File: src/rtl/aes_ctrl_pkg.sv
// Shared types and sizing for the AES control path.
// Holds the loader state enum, the default block geometry and a counter-width
// helper. The PAD state only exists when FIFO_LOADER_PAD_EN is defined.
package aes_ctrl_pkg;

  localparam int unsigned BLK_BYTES_DEF = 16;
  localparam int unsigned DATA_W_DEF    = 8;
  localparam int unsigned BLK_W_DEF     = BLK_BYTES_DEF * DATA_W_DEF;

`ifdef FIFO_LOADER_PAD_EN
  typedef enum logic [1:0] {
    ST_FILL = 2'd0,
    ST_HOLD = 2'd1,
    ST_PAD  = 2'd2
  } loader_state_e;
`else
  typedef enum logic [1:0] {
    ST_FILL = 2'd0,
    ST_HOLD = 2'd1
  } loader_state_e;
`endif

  // Bits needed to count 0..n-1 (at least one bit).
  function automatic int unsigned cnt_width(input int unsigned n);
    return (n <= 2) ? 1 : $clog2(n);
  endfunction

endpackage

File: src/rtl/flex_counter.sv
// Generic wrapping counter: counts 0..rollover_val, then wraps to 0.
// Ports:
//   clk, n_rst     clock, async active-low reset
//   clear          synchronous clear to 0 (highest priority)
//   count_enable   advance by one on the rising edge
//   rollover_val   last value before wrapping
//   count_out      current count (registered)
//   rollover_flag  high while count_out == rollover_val (registered)
module flex_counter #(
  parameter int unsigned NUM_CNT_BITS = 4
) (
  input  logic                    clk,
  input  logic                    n_rst,
  input  logic                    clear,
  input  logic                    count_enable,
  input  logic [NUM_CNT_BITS-1:0] rollover_val,
  output logic [NUM_CNT_BITS-1:0] count_out,
  output logic                    rollover_flag
);

  logic [NUM_CNT_BITS-1:0] count_d, count_q;
  logic                    flag_d, flag_q;

  // Next count and look-ahead rollover flag.
  always_comb begin
    count_d = count_q;
    if (clear) begin
      count_d = '0;
    end else if (count_enable) begin
      if (count_q == rollover_val) count_d = '0;
      else                         count_d = count_q + NUM_CNT_BITS'(1);
    end
    flag_d = (count_d == rollover_val);
  end

  always_ff @(posedge clk or negedge n_rst) begin
    if (!n_rst) begin
      count_q <= '0;
      flag_q  <= 1'b0;
    end else begin
      count_q <= count_d;
      flag_q  <= flag_d;
    end
  end

  assign count_out     = count_q;
  assign rollover_flag = flag_q;

endmodule

File: src/rtl/fifo_block_loader.sv
// Assembles FIFO bytes into BLK_BYTES-wide blocks for the AES core.
// The first byte popped lands in the most-significant byte of blk_data.
// Optional feature: define FIFO_LOADER_PAD_EN to enable end-of-packet flush,
// which zero-pads a partial block and marks it with blk_last.
// Ports:
//   clk, n_rst       clock, async active-low reset
//   fifo_empty       FIFO has no entries
//   fifo_r_data      FIFO head entry
//   fifo_r_enable    pop the FIFO head at the next edge (combinational)
//   flush            end-of-packet pulse (ignored without FIFO_LOADER_PAD_EN)
//   blk_ready        AES core accepts the presented block
//   blk_valid        blk_data holds a complete block
//   blk_data         assembled block
//   blk_last         presented block is the final padded block of a packet
module fifo_block_loader
  import aes_ctrl_pkg::*;
#(
  parameter int unsigned BLK_BYTES = BLK_BYTES_DEF,
  parameter int unsigned DATA_W    = DATA_W_DEF
) (
  input  logic                        clk,
  input  logic                        n_rst,
  input  logic                        fifo_empty,
  input  logic [DATA_W-1:0]           fifo_r_data,
  output logic                        fifo_r_enable,
  input  logic                        flush,
  input  logic                        blk_ready,
  output logic                        blk_valid,
  output logic [BLK_BYTES*DATA_W-1:0] blk_data,
  output logic                        blk_last
);

  localparam int unsigned BLK_W = BLK_BYTES * DATA_W;
  localparam int unsigned CNT_W = cnt_width(BLK_BYTES);
  localparam logic [CNT_W-1:0] CNT_LAST = CNT_W'(BLK_BYTES - 1);

  loader_state_e    state_d, state_q;
  logic [BLK_W-1:0] blk_data_d, blk_data_q;
  logic             blk_valid_d, blk_valid_q;
  logic [CNT_W-1:0] cnt;
  logic             cnt_last;
  logic             pop_c;
  logic             count_en_c;

`ifdef FIFO_LOADER_PAD_EN
  logic blk_last_d, blk_last_q;
  logic flush_pend_d, flush_pend_q;
  // A flush seen during PAD belongs to the next packet; it must survive the
  // flush_pend clear at the end of the current padded block.
  logic rearm_d, rearm_q;
`endif

  // Pop only in FILL; gated by n_rst so no pop is requested during reset.
  assign pop_c         = n_rst && (state_q == ST_FILL) && !fifo_empty;
  assign fifo_r_enable = pop_c;

`ifdef FIFO_LOADER_PAD_EN
  assign count_en_c = pop_c || (state_q == ST_PAD);
`else
  assign count_en_c = pop_c;
`endif

  // Byte position within the block being assembled.
  flex_counter #(
    .NUM_CNT_BITS (CNT_W)
  ) u_byte_cnt (
    .clk           (clk),
    .n_rst         (n_rst),
    .clear         (1'b0),
    .count_enable  (count_en_c),
    .rollover_val  (CNT_LAST),
    .count_out     (cnt),
    .rollover_flag (cnt_last)
  );

  // Next-state and block register update.
  always_comb begin
    state_d     = state_q;
    blk_data_d  = blk_data_q;
    blk_valid_d = blk_valid_q;
`ifdef FIFO_LOADER_PAD_EN
    blk_last_d   = blk_last_q;
    flush_pend_d = flush_pend_q;
    rearm_d      = rearm_q;
`endif

    unique case (state_q)
      ST_FILL: begin
        if (pop_c) begin
          blk_data_d = {blk_data_q[BLK_W-DATA_W-1:0], fifo_r_data};
          if (cnt_last) begin
            state_d     = ST_HOLD;
            blk_valid_d = 1'b1;
`ifdef FIFO_LOADER_PAD_EN
            blk_last_d  = 1'b0;
`endif
          end
        end
`ifdef FIFO_LOADER_PAD_EN
        else if (flush_pend_q && fifo_empty) begin
          // A pending flush with nothing collected has nothing to pad.
          if (cnt != '0) state_d      = ST_PAD;
          else           flush_pend_d = 1'b0;
        end
        if (flush && ((cnt != '0) || !fifo_empty)) flush_pend_d = 1'b1;
`endif
      end

      ST_HOLD: begin
        if (blk_ready) begin
          state_d     = ST_FILL;
          blk_valid_d = 1'b0;
`ifdef FIFO_LOADER_PAD_EN
          blk_last_d  = 1'b0;
`endif
        end
`ifdef FIFO_LOADER_PAD_EN
        if (flush) flush_pend_d = 1'b1;
`endif
      end

`ifdef FIFO_LOADER_PAD_EN
      ST_PAD: begin
        blk_data_d = {blk_data_q[BLK_W-DATA_W-1:0], {DATA_W{1'b0}}};
        if (cnt_last) begin
          state_d      = ST_HOLD;
          blk_valid_d  = 1'b1;
          blk_last_d   = 1'b1;
          flush_pend_d = rearm_q || flush;
          rearm_d      = 1'b0;
        end else if (flush) begin
          rearm_d = 1'b1;
        end
      end
`endif

      default: begin
        state_d = ST_FILL;
      end
    endcase
  end

  always_ff @(posedge clk or negedge n_rst) begin
    if (!n_rst) begin
      state_q      <= ST_FILL;
      blk_data_q   <= '0;
      blk_valid_q  <= 1'b0;
`ifdef FIFO_LOADER_PAD_EN
      blk_last_q   <= 1'b0;
      flush_pend_q <= 1'b0;
      rearm_q      <= 1'b0;
`endif
    end else begin
      state_q      <= state_d;
      blk_data_q   <= blk_data_d;
      blk_valid_q  <= blk_valid_d;
`ifdef FIFO_LOADER_PAD_EN
      blk_last_q   <= blk_last_d;
      flush_pend_q <= flush_pend_d;
      rearm_q      <= rearm_d;
`endif
    end
  end

  assign blk_data  = blk_data_q;
  assign blk_valid = blk_valid_q;

`ifdef FIFO_LOADER_PAD_EN
  assign blk_last = blk_last_q;
`else
  // Without padding, flush and the counter value have no consumer.
  logic unused_in;
  assign unused_in = flush ^ (^cnt);
  assign blk_last  = 1'b0;
`endif

endmodule

File: config.mk
export PLATFORM = sky130hd
export DESIGN_NAME = fifo_block_loader
export DESIGN_NICKNAME = d
export VERILOG_FILES = /design/src/rtl/aes_ctrl_pkg.sv /design/src/rtl/flex_counter.sv /design/src/rtl/fifo_block_loader.sv
export SDC_FILE = /design/constraint.sdc
export NUM_CORES = 1
export LEC_CHECK = 0
export ABC_AREA = 1
export CAP_MARGIN = 20
export CORE_ASPECT_RATIO = 0.7
export CORE_UTILIZATION = 46
export CTS_CLUSTER_SIZE = 12
export DETAILED_ROUTE_END_ITERATION = 16
export GPL_TIMING_DRIVEN = 0
export PLACE_DENSITY_LB_ADDON = 0.05
export SLEW_MARGIN = 0
export SYNTH_ARGS = -nofsm -noshare
export SYNTH_HDL_FRONTEND = slang
export SYNTH_SLANG_ARGS = --single-unit
File: constraint.sdc
create_clock -name clk -period 1.4 [get_ports clk]
set_input_delay 0.42 -clock clk [delete_from_list [all_inputs] [get_ports clk]]
set_output_delay 0.42 -clock clk [all_outputs]
set_load 0.005 [all_outputs]
After elaboration in Yosys (flattened, before gate mapping)
Index checks and enable logic that the tools add are counted.
{ "totals": {"out_inout_bits": 131, "in_bits": 13, "wordCells": 30, "ff_bits": 136} }
{ "op_classes": {"n_reduce_logical": 8, "eq_ne": 6, "n_mux": 10, "n_addsub": 1} }
{ "ops": {"columns": ["op", "n"], "rows": [
  ["== test 4 bit, second input constant", 2],
  ["two-way mux 4 bit", 2],
  ["two-way mux 2 bit", 3],
  ["adder 4 x 1 -> 4 bit, second input constant", 1],
  ["inequality test 2 bit, second input constant", 2],
  ["one-hot mux 2 bit (2 select lines)", 1],
  ["AND reduction 4 bit", 1],
  ["two-way mux 1 bit", 3],
  ["AND reduction 3 bit", 1],
  ["== test 2 x 1 -> 1 bit, second input constant", 1],
  ["logical AND 1 bit", 2],
  ["logical NOT 2 bit", 1],
  ["inequality test 2 x 1 -> 1 bit, second input constant", 1],
  ["one-hot mux 1 bit (2 select lines)", 1],
  ["AND reduction 2 bit", 1],
  ["nonzero test 2 bit", 1],
  ["logical NOT 1 bit", 1]
]} }

Longest topological paths before layout
{ "depth": {"ltp_word": 5, "depth_mapped": 8, "depth_no_buf": 8} }

Modules after synthesis
Synthesis repeated with hierarchy kept, for this count alone.
{ "unflattened": {"hier_cells": 646, "hier_area_um2": 5743.0} }
{ "modules_own_cells": {"columns": ["module", "n_inst", "seq_area_each_um2", "cells_each", "area_each_um2"], "rows": [
  ["fifo_block_loader", 1, 3228.1, 579, 5335.1],
  ["flex_counter", 1, 125.1, 67, 407.9]
]} }

Worst setup path after synthesis
No wires, ideal clock.
{ "synth_timing": {"path_type": "reg2out", "startpoint": "register blk_valid (netlist name)", "endpoint": "output fifo_r_enable", "stages_incl_launch_ff": 5, "t_arrival_ps": 857, "n_path_buf": 1, "required_ps": 980, "slack_ps": 123, "cell_sequence": "dfrtp_1 inv_2 nand2_1 nor2_4 buf_2"} }
{ "synth_rtl": {"columns": ["item", "line", "source"], "rows": [
  ["to (decl)", "fifo_block_loader.sv:25", "output logic fifo_r_enable,"]
]} }

==> results_dict.tcl <==
set metrics [dict create \
    number_of_global_route_vias_before_repair 4919 \
    kind_of_critical_path "reg2out" \
    final.period_utilization_pct 119 \
    synthArstFlopShare_pct 100 \
    grt_start_max_net_pins 45 \
    fin_cells 1037 \
    synth.distinct_cells 17 \
    syn_to_final_growth_pct 65.8 \
    detail-route-antenna-nets 0 \
    routed_wire_length_per_instance_um 16.1 \
    gp_congestion 0.796 \
    number_of_fill_cells_in_the_layout 655 \
    core_region_area_um2 10600 \
    crit-reg2reg-launch "blk_valid$_DFFE_PN0P_" \
    num_rows 31 \
    net-switching-power_w 0.00420 \
    highest_achievable_clock_rate_ghz 0.602 \
    crit_path_start "blk_valid$_DFFE_PN0P_" \
    worst_setup_path_start_kind "flop" \
    internal_power_w 0.0108 \
    clk-insertion-delay-late_ps 410 \
    run_status "finished with violations" \
    grt_pass1_wl_mm 24.5 \
    floorplan.initialDensity_pct 48.5 \
    synthTopCellsByArea "dfrtp_1 (65%), nand2_1 (27%), o21ai_0 (1.9%)" \
    netSwitchingFraction_pct 28.0 \
    detailedPlacementHpwl_mm 8.48 \
    end_kind "primary output" \
    vias 5118 \
    ys.warnings.count 0 \
    worst_r2r_endpoint "u_byte_cnt.count_out[3]$_DFF_PN0_" \
    die-height_um 90.4 \
    max_cap_violations 0 \
    violations "setup timing" \
    power.combinational.fraction_pct 28.0 \
    flip_flop_and_latch_count_after_synthesis 134 \
    timing.reg2reg.setup_slack_ps -40 \
    final_max_slew_viol_count 0 \
    synth-seq-area-share_pct 65.3 \
    critical_path_arrival_ps 1240 \
    yosys_most_used_dff "dfrtp_1" \
    pwr-share-clk_pct 36.1 \
    io-pin-count 144 \
    first_iter_violations 387 \
    globalRoute.totalOverflow 0 \
    remaining_drc_errors 0 \
    post_synth_inst_count 574 \
    critical_path_required_ps 980 \
    syn-num-nets 588 \
    wirelength_mm 16.7 \
    setup_ws_ps -261 \
    synthTopCellsByCount "nand2_1 (366), dfrtp_1 (134), o21ai_0 (19)" \
    place.detailed.instances 864 \
    leakagePower_nw 5.04 \
    critPathMaxStageDelay_ps 380 \
    critical_path.cell_chain "inv_2 > nand2_2 > nor2_4 > buf_6 > buf_6" \
    count_of_flip_flops_with_a_built_in_enable_after_synthesis 0 \
    combined_area_of_all_synthesized_cells_um2 5140 \
    grt_setup_unrepaired "true" \
    vdd_ir_drop_max_v 0.00107 \
    clk_transition_reported_paths_ps 60 \
    multiInputGateArea_um2 1570 \
    detail_route.first_pass.iterations 5 \
    cp_max_fo 2 \
    number_of_antenna_violations_at_the_first_check_in_global_routing 0 \
    insertedDiodeCount 0 \
    layout.nets 890 \
    post-synth-top-area-cell "dfrtp_1" \
    global_route_usage_sum_pct 27.7 \
    clkSinkCount 134 \
    critical-path-top-cell-by-count "buf_6" \
    dp_worst_setup_slack_ps -1450 \
    area_of_the_die_um2 11600 \
    cts_tree "built" \
    synth.avg_cell_area_um2 8.95 \
    clock_path_buffers 2 \
    final_layout_size_suffix_gt1_share_pct 38.5 \
    synth_largest_type_area_fraction_pct 65.3 \
    port-buffer-count 141 \
    routed_via_density 4.94 \
    cts_h_tree_depth 4 \
    cts_inserted_buffers 17 \
    yosys.cell_count.top_type "nand2_1" \
    layout_min_cycle_time_ps 1660 \
    fin_worst_skew_ps 8.34 \
    clk_root_buffer_cell "clkbuf_16" \
    crit_path_end "fifo_r_enable" \
    power_frac_seq_pct 35.9 \
    min_path_type "in2async" \
    hold_viol 0 \
    fp.dieW_um 128 \
    final_util_pct 80.4 \
    critPathSlowestCell "dfrtp_1" \
    ff_latch_area_um2 3350 \
    worst_r2r_path_depth 8 \
    cellPowerDensity_nw_per_um2 1770 \
    setup_viol 3 \
]
-- cell usage in the layout, fill, tap and decap left out --
master / Yosys / layout
nand2_1: 366 / 357
dfrtp_1: 134 / 134
buf_2: 12 / 128
buf_4: 12 / 122
clkbuf_16: 0 / 32
o21ai_0: 19 / 18
inv_1: 14 / 14
buf_8: 0 / 14
nand2_2: 0 / 9
buf_6: 2 / 9
clkdlybuf4s50_1: 0 / 9
bufinv_16: 0 / 8
nand3_1: 4 / 4
buf_12: 0 / 3
bufbuf_16: 0 / 3
buf_16: 0 / 3
o21ai_1: 1 / 2
clkinv_2: 0 / 2
clkinv_4: 0 / 2
dlygate4sd3_1: 0 / 2
inv_2: 1 / 1
nor2_4: 1 / 1
nand3b_4: 0 / 1
and2_1: 1 / 1
nor2_1: 1 / 1
clkbuf_4: 0 / 1
clkbuf_2: 0 / 1
ha_1: 1 / 1
conb_1: 1 / 1
clkbuf_8: 0 / 1
clkinvlp_4: 0 / 1
clkbuf_1: 3 / 1
dlymetal6s2s_1: 0 / 1
dlygate4sd2_1: 0 / 1
-- metrics by stage --
stage                     instance area, µm²  total power, W  setup TNS (ps)  hold slack [ps]
after floorplan                         5140         0.00659               0              124
after global placement                  6730         0.00882        -1439440              456
after detailed placement                6760         0.00892         -112920              379
after CTS                               7880          0.0146           -5050             46.5
after global routing                    8510          0.0157            -943             53.4
final                                   8510          0.0150            -382             56.1
-- cells by family (layout without fill, tap and decap cells) --
| logic type | after synthesis | after routing | share of synthesized area [%] |
|---|---|---|---|
| simple gates | 374 | 374 | 27.8 |
| flops | 134 | 134 | 65.3 |
| buf+inv | 44 | 359 | 4.68 |
| compound gates | 20 | 20 | 1.95 |
| fa+ha+maj | 1 | 1 | 0.244 |
| other cells | 1 | 1 | 0.0730 |
-- cell type report --
class,count,area share [%]
inverter,15,0.661
clock inverter,13,3.23
clock buffer,19,5.20
sequential,134,39.4
timing repair buffer,283,26.6
tap,148,2.17
buffer,29,4.22
multi-input combinational,396,18.5
-- state kept, by name (all words and copies together) (netlist names) --
register,cells
u_byte_cnt.rollover_flag,1
u_byte_cnt.count_out,4
blk_data,128
blk_valid,1
-- how the worst min path moves through the flow --
stage                                        from                         to  slack (ps)  depth (start not counted)
2_1_floorplan                               n_rst    blk_data[0]$_DFFE_PN0P_         120                          0
3_3_place_gp   u_byte_cnt.rollover_flag$_DFF_PN0_      blk_valid$_DFFE_PN0P_         460                          2
3_5_place_dp                                n_rst  blk_data[122]$_DFFE_PN0P_         380                          1
4_1_cts                                     n_rst  blk_data[119]$_DFFE_PN0P_          50                          2
5_1_grt                                     n_rst  blk_data[119]$_DFFE_PN0P_          50                          2
6_report                                    n_rst  blk_data[119]$_DFFE_PN0P_          60                          2
-- power by group through the flow --
stage | Combinational, W | Clock (W) | Sequential (W)
finish | 0.00421 | 0.00543 | 0.00540
global route | 0.00457 | 0.00565 | 0.00550
CTS | 0.00385 | 0.00542 | 0.00536
detailed placement | 0.00326 | 0 | 0.00566
global placement | 0.00318 | 0 | 0.00564
floorplan | 0.00100 | 0 | 0.00559
-- metal layers --
metal  vias to the layer above  GRT usage (%)  wire length [µm]
met1                      2547           36.7              7090
met4                         0           8.43               200
met3                        22           6.22              1160
li1                       2345              -                 -
met2                       204           45.3              8260
met5                         -              0                 0
-- critical path, delay by kind of cell (launching register included) --
kind | cells | cell delay, ps
flops | 1 | 380
simple gates | 2 | 170
buf+inv | 3 | 270
-- timing repair --
action,4_1_cts,5_1_grt
cloned,3,15
gates resized for setup,534,58
hold buffers,3,0
pin swaps,1,4
setup endpoints to repair,263,132
hold endpoints to repair,47,0
setup buffers,112,7
No activity file was read; power rests on OpenSTA's default activity.
